[src/rtl/pp_align_pipe.sv]
// Multi-lane partial-product aligner: right-shifts each lane to a shared max exponent
// through a two-stage valid/ready pipeline, with sticky, exponent-error flags and an error counter.
module pp_align_pipe #(
    parameter int LANES   = 4,
    parameter int MANT_W  = 3,
    parameter int ALIGN_W = 14,
    parameter int EXP_W   = 6,
    parameter int QF_W    = 5
) (
    input  logic                          i_clk,
    input  logic                          i_rst,
    input  logic                          i_valid,
    output logic                          o_ready,
    input  logic [LANES*(MANT_W+1)-1:0]   i_denorm_pp,
    input  logic [LANES*EXP_W-1:0]        i_exp,
    input  logic [EXP_W-1:0]              i_max_exp,
    input  logic [QF_W-1:0]               i_Q_frac,
    input  logic                          i_cnt_clr,
    output logic                          o_valid,
    input  logic                          i_ready,
    output logic [LANES*(ALIGN_W+1)-1:0]  o_align_pp,
    output logic [LANES-1:0]              o_sticky,
    output logic [LANES-1:0]              o_err,
    output logic [QF_W-1:0]               o_Q_frac,
    output logic [EXP_W-1:0]              o_max_exp,
    output logic [15:0]                   o_err_cnt
);

    localparam int PP_W  = MANT_W + 1;
    localparam int OUT_W = ALIGN_W + 1;
    localparam int CNT_W = 16;
    localparam logic [ALIGN_W-1:0] ONES = {ALIGN_W{1'b1}};

    function automatic logic [CNT_W-1:0] popcount(input logic [LANES-1:0] v);
        logic [CNT_W-1:0] c;
        c = {CNT_W{1'b0}};
        for (int i = 0; i < LANES; i++) begin
            c = c + {{(CNT_W-1){1'b0}}, v[i]};
        end
        return c;
    endfunction

    logic                             s1_v_r;
    logic                             s2_v_r;
    logic                             s1_adv_s;
    logic                             s2_adv_s;
    logic [LANES-1:0][ALIGN_W-1:0]    c_coarse_s;
    logic [LANES-1:0][ALIGN_W-1:0]    s1_coarse_r;
    logic [LANES-1:0][1:0]            c_fine_s;
    logic [LANES-1:0][1:0]            s1_fine_r;
    logic [LANES-1:0]                 c_sign_s;
    logic [LANES-1:0]                 c_err_s;
    logic [LANES-1:0]                 c_stk_s;
    logic [LANES-1:0]                 s1_sign_r;
    logic [LANES-1:0]                 s1_err_r;
    logic [LANES-1:0]                 s1_stk_r;
    logic [QF_W-1:0]                  s1_qf_r;
    logic [EXP_W-1:0]                 s1_mexp_r;
    logic [LANES-1:0][OUT_W-1:0]      f_align_s;
    logic [LANES-1:0][OUT_W-1:0]      s2_align_r;
    logic [LANES-1:0]                 f_stk_s;
    logic [LANES-1:0]                 s2_stk_r;
    logic [LANES-1:0]                 s2_err_r;
    logic [QF_W-1:0]                  s2_qf_r;
    logic [EXP_W-1:0]                 s2_mexp_r;
    logic [CNT_W-1:0]                 err_cnt_r;
    logic [CNT_W:0]                   cnt_sum_s;

    // A stage may load when empty or when its current beat moves on this cycle.
    assign s2_adv_s = !s2_v_r || i_ready;
    assign s1_adv_s = !s1_v_r || s2_adv_s;
    assign o_ready  = !i_rst && s1_adv_s;

    for (genvar k = 0; k < LANES; k++) begin : g_lane
        logic [MANT_W-1:0]  mant_s;
        logic [ALIGN_W-1:0] full_s;
        logic [EXP_W:0]     d_s;
        logic [EXP_W-1:0]   camt_s;
        logic [ALIGN_W-1:0] fine_mag_s;

        assign mant_s  = i_denorm_pp[k*PP_W +: MANT_W];
        assign full_s  = {mant_s, {(ALIGN_W-MANT_W){1'b0}}};
        assign d_s     = {1'b0, i_max_exp} - {1'b0, i_exp[k*EXP_W +: EXP_W]};
        assign camt_s  = {d_s[EXP_W-1:2], 2'b00};

        // A borrow in d_s flags exp > max_exp; such a lane contributes nothing.
        assign c_sign_s[k]   = i_denorm_pp[k*PP_W + MANT_W];
        assign c_err_s[k]    = d_s[EXP_W];
        assign c_coarse_s[k] = d_s[EXP_W] ? {ALIGN_W{1'b0}} : (full_s >> camt_s);
        assign c_stk_s[k]    = !d_s[EXP_W] && (|(full_s & ~(ONES << camt_s)));
        assign c_fine_s[k]   = d_s[EXP_W] ? 2'b00 : d_s[1:0];

        assign fine_mag_s    = s1_coarse_r[k] >> s1_fine_r[k];
        assign f_stk_s[k]    = s1_stk_r[k] | (|(s1_coarse_r[k] & ~(ONES << s1_fine_r[k])));
        assign f_align_s[k]  = s1_sign_r[k] ? (~{1'b0, fine_mag_s} + {{ALIGN_W{1'b0}}, 1'b1})
                                            : {1'b0, fine_mag_s};
    end

    // Stage 1 register: coarse shift, partial sticky, error flags and sideband.
    always_ff @(posedge i_clk) begin
        if (i_rst) begin
            s1_v_r      <= 1'b0;
            s1_coarse_r <= {(LANES*ALIGN_W){1'b0}};
            s1_fine_r   <= {(LANES*2){1'b0}};
            s1_sign_r   <= {LANES{1'b0}};
            s1_err_r    <= {LANES{1'b0}};
            s1_stk_r    <= {LANES{1'b0}};
            s1_qf_r     <= {QF_W{1'b0}};
            s1_mexp_r   <= {EXP_W{1'b0}};
        end else if (s1_adv_s) begin
            s1_v_r <= i_valid;
            if (i_valid) begin
                s1_coarse_r <= c_coarse_s;
                s1_fine_r   <= c_fine_s;
                s1_sign_r   <= c_sign_s;
                s1_err_r    <= c_err_s;
                s1_stk_r    <= c_stk_s;
                s1_qf_r     <= i_Q_frac;
                s1_mexp_r   <= i_max_exp;
            end
        end
    end

    // Stage 2 register: fine shift, final sticky and negation; drives every output.
    always_ff @(posedge i_clk) begin
        if (i_rst) begin
            s2_v_r     <= 1'b0;
            s2_align_r <= {(LANES*OUT_W){1'b0}};
            s2_stk_r   <= {LANES{1'b0}};
            s2_err_r   <= {LANES{1'b0}};
            s2_qf_r    <= {QF_W{1'b0}};
            s2_mexp_r  <= {EXP_W{1'b0}};
        end else if (s2_adv_s) begin
            s2_v_r <= s1_v_r;
            if (s1_v_r) begin
                s2_align_r <= f_align_s;
                s2_stk_r   <= f_stk_s;
                s2_err_r   <= s1_err_r;
                s2_qf_r    <= s1_qf_r;
                s2_mexp_r  <= s1_mexp_r;
            end
        end
    end

    assign cnt_sum_s = {1'b0, err_cnt_r} + {1'b0, popcount(s2_err_r)};

    // Saturating error-event counter; a clear discards the same-cycle beat's errors.
    always_ff @(posedge i_clk) begin
        if (i_rst) begin
            err_cnt_r <= {CNT_W{1'b0}};
        end else if (i_cnt_clr) begin
            err_cnt_r <= {CNT_W{1'b0}};
        end else if (s2_v_r && i_ready) begin
            err_cnt_r <= cnt_sum_s[CNT_W] ? {CNT_W{1'b1}} : cnt_sum_s[CNT_W-1:0];
        end else begin
            err_cnt_r <= err_cnt_r;
        end
    end

    assign o_valid    = s2_v_r;
    assign o_align_pp = s2_align_r;
    assign o_sticky   = s2_stk_r;
    assign o_err      = s2_err_r;
    assign o_Q_frac   = s2_qf_r;
    assign o_max_exp  = s2_mexp_r;
    assign o_err_cnt  = err_cnt_r;

endmodule

[config.mk]
export PLATFORM = sky130hd
export DESIGN_NAME = pp_align_pipe
export DESIGN_NICKNAME = d
export VERILOG_FILES = /design/src/rtl/pp_align_pipe.sv
export SDC_FILE = /design/constraint.sdc
export NUM_CORES = 1
export LEC_CHECK = 0
export CAP_MARGIN = 20
export CORE_MARGIN = 5
export CORE_UTILIZATION = 35
export CTS_BUF_LIST = sky130_fd_sc_hd__clkbuf_16
export DETAILED_ROUTE_END_ITERATION = 16
export SLEW_MARGIN = 20
export SYNTH_ARGS = -nofsm -noshare
export SYNTH_HDL_FRONTEND = slang
export SYNTH_SLANG_ARGS = --single-unit
[constraint.sdc]
create_clock -name i_clk -period 2.6 [get_ports i_clk]
set_input_delay 0.26 -clock i_clk [delete_from_list [all_inputs] [get_ports i_clk]]
set_output_delay 0.26 -clock i_clk [all_outputs]
set_load 0.02 [all_outputs]
=== Word level (Yosys, flattened, before mapping) ===
Index checks and enable logic that the tools add are counted.

* Input bits: 56
* Bits in writable memories: 0
* Bits in latches: 0
* Memory bits (read-only): 0
* Output and inout bits: 97
* Bits in registers: 184
* Memories: 0

* Shift operators: 16
* $mul: 0
* Bitwise operators: 24
* Div/mod/pow operators: 0
* Add/sub/neg operators: 12
* Muxes and demuxes: 13
* Reduce and logical (&&, ||, !) cells: 26
* Order comparisons: 0
* Equality and inequality tests: 0

{| class="wikitable"
|+ Operator list
! operator !! number
|-
| AND 14 bit || 8
|-
| inverter 14 bit || 8
|-
| OR reduction 14 bit || 8
|-
| adder 15 x 1 -> 15 bit, second input constant || 4
|-
| two-way mux 15 bit || 4
|-
| inverter 14 -> 15 bit || 4
|-
| two-way mux 14 bit || 4
|-
| << shifter 14 x 2 -> 14 bit, first input constant || 4
|-
| << shifter 14 x 6 -> 14 bit, first input constant || 4
|-
| >> shifter 14 x 2 -> 14 bit || 4
|-
| >> shifter 14 x 6 -> 14 bit || 4
|-
| subtractor 6 x 6 -> 7 bit || 4
|-
| adder 16 x 4 -> 17 bit || 1
|-
| two-way mux 16 bit || 1
|-
| two-way mux 2 bit || 4
|-
| logical NOT 1 bit || 7
|-
| logical AND 1 bit || 6
|-
| adder 3 x 1 -> 4 bit || 1
|-
| bitwise OR 1 bit || 4
|-
| AND reduction 2 bit || 2
|-
| adder 2 x 1 -> 3 bit || 1
|-
| adder 1 x 1 -> 2 bit || 1
|-
| logical OR 1 bit || 2
|-
| OR reduction 2 bit || 1
|}

=== Logic depth before layout (Yosys ltp) ===
Gate-level depths: netlist of the first run.

* Word-level depth: 6
* Mapped depth: 13

=== Least setup slack after synthesis of the first run ===
OpenSTA, ideal clock, no wires.

* Path kind: register to register
* Start point: register s2_err_r[0], in the netlist o_err[0]
* End point: register err_cnt_r[11], in the netlist o_err_cnt[11]
* Data arrival time: 2.580 ns
* Path buffers: 0
* Setup slack: -0.051 ns
* Cell stages (with the launch flop): 10
* Setup time: 0.070 ns
* Required time: 2.530 ns
* Cell sequence: dfxtp_1 -> fa_1 -> inv_1 -> fa_1 -> inv_1 -> fa_1 -> nand2_1 -> nor3_1 -> nand2_1 -> a21oi_1

* Word-level cells in the longest chain between the ends: 5

{| class="wikitable"
|+ RTL lines
! item !! line !! source
|-
| start, declared || 63 || <nowiki>logic [LANES-1:0] s2_err_r;</nowiki>
|-
| start signal, assigned || 130 || <nowiki>s2_err_r <= {LANES{1'b0}};</nowiki>
|-
| start signal, assigned || 138 || <nowiki>s2_err_r <= s1_err_r;</nowiki>
|-
| adder 1 x 1 -> 2 bit || 38 || <nowiki>c = c + {{(CNT_W-1){1'b0}}, v[i]};</nowiki>
|-
| adder 2 x 1 -> 3 bit || 38 ||
|-
| adder 3 x 1 -> 4 bit || 38 ||
|-
| adder 16 x 4 -> 17 bit || 145 || <nowiki>assign cnt_sum_s = {1'b0, err_cnt_r} + {1'b0, popcount(s2_err_r)};</nowiki>
|-
| two-way mux 16 bit || 154 || <nowiki>err_cnt_r <= cnt_sum_s[CNT_W] ? {CNT_W{1'b1}} : cnt_sum_s[CNT_W-1:0];</nowiki>
|-
| end signal, assigned || 150 || <nowiki>err_cnt_r <= {CNT_W{1'b0}};</nowiki>
|-
| end signal, assigned || 154 ||
|-
| end signal, assigned || 156 || <nowiki>err_cnt_r <= err_cnt_r;</nowiki>
|-
| end, declared || 66 || <nowiki>logic [CNT_W-1:0] err_cnt_r;</nowiki>
|}

No other way between the ends.
A chain may end at the register's enable or synchronous reset.

=== Final worst setup path of the first run ===
* Start point: input port i_max_exp[0]
* End point: register s1_coarse_r[43] (netlist name)

* Word-level cells in the longest chain between the ends: 3

{| class="wikitable"
|+ RTL lines
! item !! line !! source
|-
| start, declared || 16 || <nowiki>input logic [EXP_W-1:0] i_max_exp,</nowiki>
|-
| subtractor 6 x 6 -> 7 bit * || 83 || <nowiki>assign d_s = {1'b0, i_max_exp} - {1'b0, i_exp[k*EXP_W +: EXP_W]};</nowiki>
|-
| >> shifter 14 x 6 -> 14 bit || 89 || <nowiki>assign c_coarse_s[k] = d_s[EXP_W] ? {ALIGN_W{1'b0}} : (full_s >> camt_s);</nowiki>
|-
| two-way mux 14 bit * || 89 ||
|-
| end signal, assigned || 103 || <nowiki>s1_coarse_r <= {(LANES*ALIGN_W){1'b0}};</nowiki>
|-
| end signal, assigned || 113 || <nowiki>s1_coarse_r <= c_coarse_s;</nowiki>
|-
| end, declared || 48 || <nowiki>logic [LANES-1:0][ALIGN_W-1:0] s1_coarse_r;</nowiki>
|}

Every way passes the cells marked *; elsewhere a longest branch is shown, timed or not.

==> results of run 1 <==
## state kept, by name, summed over array words and instances, names as in the netlist, 4 cells and up
register	count
s1_fine_r	8
s1_err_r	4
s1_mexp_r	6
o_sticky	4
s1_sign_r	4
s1_coarse_r	44
o_err	4
o_align_pp	60
s1_stk_r	4
o_Q_frac	5
s1_qf_r	5
o_err_cnt	16
o_max_exp	6
## layout make-up
cell class	count	area [um2]	area share
Sequential cell	172	3452	0.2574
Timing Repair Buffer	243	2262	0.1687
Multi-Input combinational cell	992	6392	0.4767
Clock inverter	14	152.6	0.01138
Tap cell	390	488.0	0.03639
Clock buffer	17	425.4	0.03173
Inverter	63	236.5	0.01764
## how the worst min path moves through the flow
stage	startpoint	endpoint	slack, ns
floorplan	i_valid	s1_v_r	0.38
global placement	s1_mexp_r[0]	o_max_exp[0]	0.44
detailed placement	o_align_pp[54]	o_align_pp[54]	0.44
CTS	i_rst	s1_fine_r[4]	0.24
global route	i_rst	s1_fine_r[5]	0.26
finish	i_rst	s1_fine_r[4]	0.26
## worst register-to-register path, stage by stage, from the launching register on
cell	delay, ns
dfxtp_2	0.34
fa_1	0.53
inv_1	0.05
fa_2	0.33
inv_1	0.08
fa_2	0.21
nand2_2	0.08
nor3_2	0.18
buf_4	0.18
nand4_1	0.11
mux2i_1	0.16
nor2_1	0.06
## timing repair
action / 4_1_cts / 5_1_grt
endpoints found under the setup margin: 0 / 48
endpoints found under the hold margin: 0 / 0
setup buffers: 0 / 0
gates resized for setup: 0 / 19
## cells in the final DEF, fill, tap and decap left out, drive strengths merged, types with 8 or more instances in the layout
cell / Yosys / final
nand3: 23 / 23
a22oi: 8 / 8
o21ai: 46 / 46
a2bb2oi: 11 / 11
clkbuf: 45 / 17
a32o: 25 / 25
mux2i: 27 / 27
clkdlybuf4s50: 0 / 151
nor2: 115 / 115
xor2: 18 / 18
o211ai: 10 / 10
a31oi: 24 / 24
dfxtp: 172 / 172
mux2: 14 / 14
inv: 63 / 65
nand4: 13 / 13
or2: 11 / 11
or3: 10 / 10
nor3b: 15 / 15
a211oi: 36 / 36
a22o: 27 / 27
nand2b: 28 / 28
ha: 29 / 29
o41ai: 9 / 9
a21oi: 113 / 113
nand2: 189 / 189
nor2b: 12 / 12
nor3: 37 / 37
xnor2: 35 / 35
nor4: 9 / 9
buf: 35 / 92
## kinds of logic after synthesis
group           Yosys count  share of synthesized area
buf+inv                 143                    0.05721
simple gates            495                     0.2287
xor+xnor                 53                    0.04477
mux                      41                    0.04164
flops                   172                     0.3321
compound gates          367                     0.2470
fa+ha+maj                36                    0.04852
## power by group through the flow
| stage | clock network, mW | registers (mW) | logic [mW] |
|---|---|---|---|
| 2_1_floorplan | 0 | 2.89 | 0.757 |
| 3_3_place_gp | 0 | 2.87 | 1.31 |
| 3_5_place_dp | 0 | 2.87 | 1.33 |
| 4_1_cts | 2.61 | 2.81 | 1.33 |
| 5_1_grt | 2.74 | 2.82 | 1.47 |
| 6_report | 2.56 | 2.81 | 1.34 |
## synthesized netlist by cell type (all sizes together) (8+ instances only)
| cell | number |
|---|---|
| a211oi | 36 |
| a21oi | 113 |
| a22o | 27 |
| a22oi | 8 |
| a2bb2oi | 11 |
| a31oi | 24 |
| a32o | 25 |
| buf | 35 |
| clkbuf | 45 |
| dfxtp | 172 |
| ha | 29 |
| inv | 63 |
| mux2 | 14 |
| mux2i | 27 |
| nand2 | 189 |
| nand2b | 28 |
| nand3 | 23 |
| nand4 | 13 |
| nor2 | 115 |
| nor2b | 12 |
| nor3 | 37 |
| nor3b | 15 |
| nor4 | 9 |
| o211ai | 10 |
| o21ai | 46 |
| o41ai | 9 |
| or2 | 11 |
| or3 | 10 |
| xnor2 | 35 |
| xor2 | 18 |
## layer usage
metal / track usage / up-vias / part of all wire
li1: - / 5079 / -
met1: 0.2481 / 4717 / 0.48
met2: 0.2921 / 199 / 0.47
met3: 0.03149 / 13 / 0.042
met4: 0.03182 / 0 / 0.0092
met5: 0 / - / 0
==> qor.csv, run 1 <==
stage,metric,value,unit
detailed_routing,ant_nets,0,
pwr,p_per_area,500.4,mW/mm2
critical_path,reg2reg_slack,0.18,ns
critical_path,startpoint,i_max_exp[0],
synth,synthArstFlopShare,0,
detailed_routing,drc,0,
global_routing,grt_pass1_wl,48520,um
synth,synth_edf_count,0,
critical_path,timing.rr.end,o_err_cnt[14],
clocking,cts_tree,built,
placed_design,dp_hpwl,23180,um
critical_path,worst_setup_path_end_kind,flop,
die,start_util,0.3517,
critical_path,critical_path_required,2.97,ns
clocking,cts_max_path_buffers,2,
sta,min_period,2.480,ns
global_routing,grt_max_degree,82,
critical_path,worstPathCellList,clkdlybuf4s50_1 -> inv_2 -> buf_4 -> ha_1 -> fa_1 -> nor2b_1 -> o21a_1 -> buf_4 -> nand3b_1 -> o32a_1 -> o22ai_2 -> buf_2 -> a32o_1,
detailed_routing,vias_per_cell,5.292,
placed_design,gp_congestion,0.8436,
global_routing,grt_usage,0.1778,
final_layout,insertedDiodeCount,0,
die,rows,63,
synth,synthTopCellsByArea,"dfxtp_1, nand2_1, a21oi_1",
critical_path,cp.arrival,2.85,ns
sta,max-slew-margin-rel,0.4923,
sta,rsz0062_at_grt,false,
sta,fin_ws,0.1203,ns
detailed_routing,routed_wl,30450,um
critical_path,path_depth,13,
die,die_area,0.03316,mm2
pwr,p_leak,4.869,nW
critical_path,cpPeakStageDelay,0.51,ns
synth,ys_types,76,
critical_path,cp-start-kind,input port,
critical_path,cp_max_fo,6,
synth,synth_top_cell_by_area,dfxtp_1,
synth,yosysWarnings,0,
synth,synthCells,1307,
clocking,clk_pin_slew,0.07,ns
die,io_pins,153,
die,die_w,182.1,um
final_layout,utilization,0.4548,
final_layout,final_cells,1891,
hold_path,holdPathStages,2,
final_layout,drive_above_1_share,0.1206,
clocking,cts_root_buffer,clkbuf_16,
placed_design,place_inst,1859,
pwr,p_sw,1.885,mW
synth,syn-num-nets,1399,
pwr,max-vdd-ir-drop,0.0003903,V
synth,synth_area,0.01037,mm2
clocking,h-tree-depth,4,
critical_path,crit_buf_inv,5,
critical_path,timing.rr.start,o_err[0],
pwr,clockPowerShare,0.382,
placed_design,dp_slack,-0.3882,ns
clocking,numCtsBuffers,17,
synth,yosys.area.top_type_share,0.3321,
clocking,clk_latency,0.43,ns
sta,finalMaxSlewViolations,0,
sta,period_share,0.9537,
sta,clock_skew,0.01148,ns
critical_path,crit_type,in2reg,
pwr,combPwrFrac,0.200,
pwr,p_total,6.711,mW
final_layout,nets,1581,
clocking,ctsHoldBuffers,0,
pwr,seq_power_share,0.418,
critical_path,critPathCapture,s1_coarse_r[43],
critical_path,worstRegToRegCells,11,
run,maxCapViolCount,0,
final_layout,fin_area,0.01341,mm2
detailed_routing,drtPass1Iterations,5,
critical_path,crit_family,buffers and inverters,
synth,synth_seq_cells,172,
outcome,outcome,"finished, final reports clean",
final_layout,syn_to_final_growth,29.34,%
sta,hold_violations,0,
placed_design,portBuffers,152,
sta,setup_tns,0,ns
sta,fmax,403.3,MHz
detailed_routing,wl_per_cell,16.10,um
final_layout,fillers,3015,
global_routing,overflow,0,
synth,ys_seq_area_frac,0.3321,
pwr,swShare,0.2809,
detailed_routing,drtIter0Drc,615,
hold_path,min_path_type,in2reg,
die,dieHeight,182.1,um
sta,finalSetupViolCount,0,
sta,hold_ws,0.2554,ns
synth,syn_area_per_cell,7.932,um2
global_routing,first_global_vias,9122,
global_routing,antenna_found_initial,0,
detailed_routing,via_count,10010,
critical_path,timing.critical_path.mode_cell,buf_4,
synth,ys.flop_type,dfxtp_1,
sta,tightestPinTransition,0.7588,ns
clocking,clock-sinks,172,
pwr,p_int,4.826,mW
die,core_region_area,0.02948,mm2
placed_design,place_area,0.01277,mm2
critical_path,slowest_stage,clkdlybuf4s50_1,
Note: power is estimated with default switching activity, not from simulation.
==> inputs of run 2 (changes only) <==
--- a/config.mk
+++ b/config.mk
@@ -6,10 +6,13 @@
 export NUM_CORES = 1
 export LEC_CHECK = 0
 export CAP_MARGIN = 20
+export CELL_PAD_IN_SITES_DETAIL_PLACEMENT = 1
+export CELL_PAD_IN_SITES_GLOBAL_PLACEMENT = 2
 export CORE_MARGIN = 5
-export CORE_UTILIZATION = 35
+export CORE_UTILIZATION = 29
 export CTS_BUF_LIST = sky130_fd_sc_hd__clkbuf_16
 export DETAILED_ROUTE_END_ITERATION = 16
+export PLACE_DENSITY_LB_ADDON = 0.1
 export SLEW_MARGIN = 20
 export SYNTH_ARGS = -nofsm -noshare
 export SYNTH_HDL_FRONTEND = slang
==> qor.csv, run 2 (synthesis gave the netlist of run 1 again) <==
stage,metric,value,unit,change
outcome,outcome,"finished, final reports clean",,
detailed_routing,drtPass1Iterations,4,,-1
sta,fin_ws,0.1506,ns,+0.03039 ns
placed_design,gp_congestion,0.7963,,-5.6%
detailed_routing,via_count,10140,,+1.3%
pwr,max-vdd-ir-drop,0.0005055,V,+30%
global_routing,grt_max_degree,43,,-48%
die,rows,69,,+9.5%
run,maxCapViolCount,0,,unchanged
final_layout,largest_reg_flops,60,,unchanged
die,start_util,0.2929,,-0.05877
clocking,clk_pin_slew,0.07,ns,about the same
final_layout,final_common_cell,nand2_1,,
critical_path,worst_setup_path_end_kind,flop,,
critical_path,critical_path_required,2.99,ns,+0.02 ns
die,die_w,199.1,um,+9.3%
sta,rsz0062_at_grt,false,,
die,core_region_area,0.03540,mm2,+20%
global_routing,first_global_vias,10190,,+12%
global_routing,grt_pass1_wl,57680,um,+19%
detailed_routing,routed_wl,36470,um,+20%
die,dieHeight,199.1,um,+9.3%
detailed_routing,vias_per_cell,5.101,,-3.6%
placed_design,dp_slack,-0.4545,ns,-0.06636 ns
sta,fmax,408.3,MHz,+1.2%
hold_path,min_path_type,in2reg,,
detailed_routing,drc,0,,unchanged
critical_path,cp.arrival,2.84,ns,about the same
pwr,p_leak,5.021,nW,+3.1%
placed_design,dp_hpwl,28080,um,+21%
sta,max-slew-margin-rel,0.4019,,-0.09032
sta,tightestPinTransition,0.8938,ns,+0.1350 ns
clocking,numCtsBuffers,17,,unchanged
sta,finalMaxSlewViolations,0,,unchanged
critical_path,cp-start-kind,input port,,
final_layout,fillers,4256,,+41%
die,io_pins,153,,unchanged
clocking,clk_latency,0.45,ns,+0.02 ns
final_layout,nets,1605,,+1.5%
final_layout,syn_to_final_growth,32.56,%,
placed_design,portBuffers,152,,unchanged
clocking,clock-sinks,172,,unchanged
sta,hold_violations,0,,unchanged
clocking,h-tree-depth,4,,unchanged
final_layout,layout_common_cells,"nand2_1, dfxtp_1, clkdlybuf4s50_1",,
sta,min_period,2.449,ns,-0.03039 ns
critical_path,crit_type,in2reg,,
clocking,cts_root_buffer,clkbuf_16,,
global_routing,grt_usage,0.1831,,+0.005304
pwr,p_total,6.999,mW,+4.3%
sta,setup_tns,0,ns,unchanged
detailed_routing,drtIter0Drc,432,,-30%
critical_path,cp_max_fo,6,,unchanged
pwr,p_per_area,509.2,mW/mm2,+1.8%
detailed_routing,ant_nets,0,,unchanged
clocking,ctsHoldBuffers,0,,unchanged
sta,finalSetupViolCount,0,,unchanged
clocking,cts_max_path_buffers,2,,unchanged
final_layout,drive_above_1_share,0.1415,,+0.02096
sta,clock_skew,0.008638,ns,-0.002845 ns
global_routing,overflow,0,,unchanged
detailed_routing,wl_per_cell,18.35,um,+14%
clocking,cts_tree,built,,
global_routing,antenna_found_initial,0,,unchanged
sta,period_share,0.9421,,-0.01169
die,die_area,0.03963,mm2,+19%
final_layout,fin_area,0.01374,mm2,+2.5%
placed_design,place_area,0.01303,mm2,+2.0%
run 2: cell types whose count changed in the layout (fill, tap and decap cells not counted), sizes merged:
cell / delta
inv: +4
clkinv: -2
diode: +1
clkinvlp: -1
buf: +24
run 2: what timing repair did:
| action | in CTS | in global routing |
|---|---|---|
| resized for setup | 1 | 24 |
| endpoints found under the setup margin | 1 | 58 |
| pin swaps | 0 | 2 |
| buffers inserted | 0 | 1 |
run 2: where the power goes:
group,leakage (nW),internal [mW],switching [mW]
Combinational,3.32,0.637,0.779
Sequential,1.40,2.72,0.0833
Clock,0.302,1.54,1.24
Total,5.02,4.89,2.10
run 2: routing by layer:
layer / GRT usage / part of all wire
met5: 0 / 0
met4: 0.04103 / 0.012
met3: 0.02580 / 0.025
met2: 0.3140 / 0.48
met1: 0.2454 / 0.48
run 2: path summary, 6_finish.rpt:
check,start,end,slack (ns),depth (start not counted)
worst min-delay path,i_rst,s1_sign_r[3],0.12,2
worst min register to register,o_align_pp[24],o_align_pp[24],0.45,2
worst max-delay path,i_max_exp[0],s1_coarse_r[12],0.15,11
worst max register to register,s1_fine_r[6],o_align_pp[53],0.20,11
run 2: area by class of cell:
cell class,instances,area (um2),area share
diodes,1,2.502,0.0001821
well taps,461,576.8,0.04197
multi-input cells,992,6431,0.4680
inverters,63,236.5,0.01721
clock inverters,15,187.7,0.01366
repair buffers,267,2432,0.1770
flip-flops and latches,172,3451,0.2511
clock buffers,17,425.4,0.03095
run 2: critical path: stages:
cell and delay (ns):
clkdlybuf4s50_1 0.43, inv_2 0.16, buf_4 0.13, ha_1 0.18
fa_1 0.20, nor2b_1 0.07, o21a_1 0.17, or4_1 0.47
a32o_1 0.31, nor2_2 0.25, a32o_1 0.20
run 2: per-stage QoR:
| stage | utilization | hold WS (ns) | std cells |
|---|---|---|---|
| floorplan | - | 0.3807 | 1307 |
| CTS | 0.3855 | 0.09424 | 1986 |
| detailed placement | 0.3681 | 0.4472 | 1954 |
| global placement | 0.3681 | 0.4408 | 1954 |
| finish | 0.3883 | 0.1179 | 1988 |
| global route | 0.3882 | 0.1130 | 1987 |
